===== config.mk =====
export PLATFORM = sky130hd
export DESIGN_NAME = rle_line_arbiter
export DESIGN_NICKNAME = d
export VERILOG_FILES = /design/src/rtl/rle_arb_pkg.sv /design/src/rtl/rr_priority_picker.sv /design/src/rtl/rle_line_arbiter.sv
export SDC_FILE = /design/constraint.sdc
export NUM_CORES = 1
export LEC_CHECK = 0
export CORE_ASPECT_RATIO = 1.75
export CORE_UTILIZATION = 40
export DETAILED_ROUTE_END_ITERATION = 8
export DONT_BUFFER_PORTS = 1
export PLACE_DENSITY = 0.67
export REMOVE_ABC_BUFFERS = 1
export SLEW_MARGIN = 20
export SYNTH_ARGS = -nofsm -noshare
export SYNTH_HDL_FRONTEND = slang
export SYNTH_HIERARCHICAL = 1
export SYNTH_SLANG_ARGS = --single-unit

===== constraint.sdc =====
create_clock -name clock -period 1.65 [get_ports clock]
set_clock_uncertainty 0.1 [all_clocks]
set_input_delay 0.33 -clock clock [delete_from_list [all_inputs] [get_ports clock]]
set_output_delay 0.33 -clock clock [all_outputs]
set_load 0.05 [all_outputs]

===== src/rtl/rle_arb_pkg.sv =====
// Shared encodings for the RLE line arbiter: FSM states, colour values and
// handshake levels of the dav_/rfd four-phase protocol.
package rle_arb_pkg;

    localparam logic [1:0] IDLE = 2'd0;
    localparam logic [1:0] FWD  = 2'd1;
    localparam logic [1:0] REL  = 2'd2;

    typedef enum logic [1:0] {
        S_IDLE = IDLE,
        S_FWD  = FWD,
        S_REL  = REL
    } state_t;

    localparam logic bianco = 1'b0;
    localparam logic nero   = 1'b1;

    localparam logic dav_active = 1'b0;
    localparam logic dav_idle   = 1'b1;
    localparam logic rfd_ready  = 1'b1;
    localparam logic rfd_taken  = 1'b0;

endpackage


===== src/rtl/rr_priority_picker.sv =====
// Round-robin request picker: scans from prio with wrap-around, or considers
// only the current owner while a line is locked.
module rr_priority_picker #(
    parameter int N_REQ = 2,
    parameter int IDW   = 1
) (
    input  logic [N_REQ-1:0] req,
    input  logic [IDW-1:0]   prio,
    input  logic             lock,
    input  logic [IDW-1:0]   owner,
    output logic             hit,
    output logic [IDW-1:0]   winner
);

    always_comb begin
        int idx;
        idx    = 0;
        hit    = 1'b0;
        winner = '0;
        if (lock) begin
            hit    = req[owner];
            winner = owner;
        end else begin
            for (int i = 0; i < N_REQ; i++) begin
                idx = int'(prio) + i;
                if (idx >= N_REQ) idx = idx - N_REQ;
                if (!hit && req[idx]) begin
                    hit    = 1'b1;
                    winner = idx[IDW-1:0];
                end
            end
        end
    end

endmodule


===== src/rtl/rle_line_arbiter.sv =====
// Shares one RLE line encoder between N_REQ pixel sources; a grant lasts a
// whole line (until an endline pixel is forwarded), next owner round-robin.
module rle_line_arbiter
    import rle_arb_pkg::*;
#(
    parameter int N_REQ = 2,
    parameter int IDW   = 1,
    parameter int LCW   = 16
) (
    input  logic             clock,
    input  logic             reset,
    input  logic [N_REQ-1:0] dav_in_,
    input  logic [N_REQ-1:0] colore_in,
    input  logic [N_REQ-1:0] endline_in,
    output logic [N_REQ-1:0] rfd_out,
    output logic             dav_,
    output logic             colore,
    output logic             endline,
    input  logic             rfd,
    output logic [IDW-1:0]   owner,
    output logic             locked,
    output logic [LCW-1:0]   line_count
);

    state_t         state;
    logic [IDW-1:0] prio;
    logic [IDW-1:0] next_prio;
    logic           hit;
    logic [IDW-1:0] winner;

    rr_priority_picker #(
        .N_REQ (N_REQ),
        .IDW   (IDW)
    ) u_picker (
        .req    (~dav_in_),
        .prio   (prio),
        .lock   (locked),
        .owner  (owner),
        .hit    (hit),
        .winner (winner)
    );

    assign next_prio = (owner == IDW'(N_REQ - 1)) ? '0 : owner + 1'b1;

    always_ff @(posedge clock or posedge reset) begin
        if (reset) begin
            state      <= S_IDLE;
            dav_       <= dav_idle;
            colore     <= nero;
            endline    <= 1'b0;
            rfd_out    <= '1;
            owner      <= '0;
            locked     <= 1'b0;
            line_count <= '0;
            prio       <= '0;
        end else begin
            case (state)
                S_IDLE: begin
                    if (hit) begin
                        colore  <= colore_in[winner];
                        endline <= endline_in[winner];
                        owner   <= winner;
                        locked  <= 1'b1;
                        state   <= S_FWD;
                    end
                end
                // dav_ drops on the first FWD cycle; the encoder's rfd is
                // only trusted once our own dav_ is already low.
                S_FWD: begin
                    if (dav_ == dav_active && rfd == rfd_taken) begin
                        dav_           <= dav_idle;
                        rfd_out[owner] <= rfd_taken;
                        state          <= S_REL;
                    end else begin
                        dav_ <= dav_active;
                    end
                end
                S_REL: begin
                    if (dav_in_[owner] == dav_idle && rfd == rfd_ready) begin
                        rfd_out[owner] <= rfd_ready;
                        if (endline) begin
                            locked     <= 1'b0;
                            prio       <= next_prio;
                            line_count <= line_count + 1'b1;
                        end
                        state <= S_IDLE;
                    end
                end
                default: state <= S_IDLE;
            endcase
        end
    end

endmodule


==> metrics.yaml <==
place:
  dp_slack_ns: 0.0109
  dp.cells: 159
  place_area_um2: 1420
  detailed_place_hpwl_mm: 1.87
  gp_congestion: 0.704
  io_buffers: 0
clock_tree:
  clockBufferDepth: 2
  cts-root-buf: "clkbuf_8"
  cts_buffers: 3
  cts_tree: "done"
  clk_latency_ns: 0.28
  ctsHtreeMaxLevel: 1
  clk_pin_slew_ns: 0.09
  cts.sinks: 26
cells_and_area:
  fin_cells: 164
  diodes: 0
  num-nets-final: 147
  postLayoutCellArea_um2: 1490
  area_growth_pct: 23.2
  drive_above_1_share: 0.301
die:
  die_width_um: 43.6
  die-area_um2: 3260
  start_util: 0.419
  ioPinCount: 32
  core_area_um2: 2900
  die_h_um: 74.8
  rows: 26
global_routing:
  grt_pass1_wl_mm: 4.02
  grt_usage: 0.167
  grt_max_degree: 27
  gr-total-overflow: 0
  grt_pass1_vias: 902
  antenna_found_initial: 0
route:
  routed_via_density: 5.45
  ant_nets: 0
  first_iter_violations: 13
  post_drt_wl_per_cell_um: 14.9
  first_pass_iters: 6
  routed-via-count: 894
  wl_mm: 2.45
  route.detailed.drc: 4
power:
  p_clk_frac: 0.169
  swShare: 0.427
  comb_power_share: 0.333
  seq_power_share: 0.498
  fin_total_pwr_mw: 2.23
  internal_power_mw: 1.27
  p_leak_nw: 0.690
  p_sw_uw: 952
  peakVddDrop_mv: 1.34
  power.density_nw_per_um2: 1490
yosys:
  synth_seq_cells: 26
  synthFlopType: "dfrtp_1"
  ys_seq_area_frac: 0.541
  synth_area_per_cell_um2: 11.2
  synth_commonest_cells: "22 x dfrtp_1, 14 x xnor2_1, 10 x nand3_1, 8 x o21ai_0, 6 x nand2_1"
  synth_top_cell_by_area: "dfrtp_1"
  synth_top_area_frac: 0.454
  syn_inst: 108
  netlist_area_um2: 1210
  yosys-top-cells-area: "dfrtp_1 45%, xnor2_1 10%, dfstp_2 8.7%"
  yosysWarnings: 6
  synth_edf_count: 0
  synth_cell_types: 30
  yosys.cell_count.top_type: "dfrtp_1"
  ys_async_sr_fraction: 1.00
worst_setup_path:
  critPathArrivalTime_ns: 1.67
  cp-startpoint: "owner"
  end_kind: "flop"
  critical_path_required_ns: 1.76
  timing.rr.start: "owner"
  startpoint_type: "flop"
  path_max_fanout: 7
  worstSetupPathType: "flop to flop"
sta:
  layout_setup_ws_ns: 0.0943
  setup_violations: 0
  final.min_clock_period_ns: 1.56
  final.period_utilization: 0.943
  maxSlewViolCount: 0
  rsz0062_at_grt: "false"
  relSlewSlack: 0.672
  fin_setup_tns_ns: 0
  fmax_mhz: 643
  final-hold-violation-count: 0
  worst_pin_slew_ns: 0.492
job:
  drv_cap: 0
status:
  violations: "design-rule violations"
  status: "finished with violations"
min_path:
  hold_start: "colore_in[0]"
  hold_path_class: "input pin to flop"
## registers in the layout, indices dropped and copies added (netlist names), named ones only
name        count
colore          1
dav_            1
endline         1
line_count     16
locked          1
owner           1
prio            1
state           2
## cell usage in the layout (no fill, tap or decap), types with 2 or more instances in the layout
master	instances
o21ai_0	8
nand3_1	10
nor2_1	5
xnor2_1	14
dfrtp_1	22
nand4_1	5
a21oi_1	2
mux2_2	2
nand2b_1	2
buf_4	24
dfstp_2	4
clkbuf_8	3
inv_1	5
mux2i_1	2
nand2_1	6
and3_1	4
## critical path: stages, from the launching register on
cell,delay [ns]
dfrtp_1,0.42
buf_4,0.16
a21boi_1,0.14
a2bb2oi_2,0.17
nor3b_2,0.17
buf_4,0.16
nor2_1,0.04
a21oi_1,0.13
## path summary, 6_finish.rpt
| path | end | slack [ns] | cells after the start |
|---|---|---|---|
| setup / recovery | colore | 0.09 | 7 |
| hold / removal | colore | 0.14 | 2 |
| setup reg to reg | colore | 0.09 | 7 |
| hold reg to reg | line_count[14] | 0.41 | 1 |
| max in group asynchronous | dav_ | 0.71 | 3 |
| min in group asynchronous | endline | 0.44 | 3 |
## per-stage QoR
stage / util / hold slack (ns)
2_1_floorplan: - / 0.267
3_3_place_gp: 0.492 / 0.196
3_5_place_dp: 0.492 / 0.196
4_1_cts: 0.513 / 0.140
5_1_grt: 0.516 / 0.164
6_report: 0.516 / 0.137
## layer usage
layer / GRT usage / vias up / part of all wire
li1: - / 431 / -
met1: 0.179 / 429 / 0.38
met2: 0.300 / 29 / 0.53
met3: 0.0240 / 5 / 0.059
met4: 0.104 / 0 / 0.026
met5: 0 / - / 0
## timing repair
item / in CTS / in global routing
hold endpoints to repair: 22 / 0
pin swaps: 0 / 0
resized for setup: 1 / 2
endpoints found under the setup margin: 1 / 6
buffers inserted: 0 / 0
hold buffers: 1 / 0
## kinds of logic after synthesis
kind of cell	share of synthesized area
compound gates	0.0650
xor+xnor	0.108
fa+ha+maj	0.0103
buf+inv	0.0186
flops	0.541
mux	0.0433
simple gates	0.214
## final cells by class
| type | instances | area [µm²] |
|---|---|---|
| Tap cell | 28 | 35.0 |
| Fill cell | 274 | 1400 |
| Sequential cell | 26 | 656 |
| Clock buffer | 4 | 45.0 |
| Inverter | 5 | 18.8 |
| Timing Repair Buffer | 25 | 190 |
| Multi-Input combinational cell | 76 | 549 |
## power by group through the flow
stage / clock (mW) / combinational (mW) / sequential (mW)
after floorplan: 0 / 0.292 / 1.30
after global placement: 0 / 0.712 / 1.12
after detailed placement: 0 / 0.734 / 1.12
after CTS: 0.386 / 0.740 / 1.11
after global routing: 0.401 / 0.812 / 1.13
final: 0.376 / 0.742 / 1.11
(Power assumes the default switching activity.)
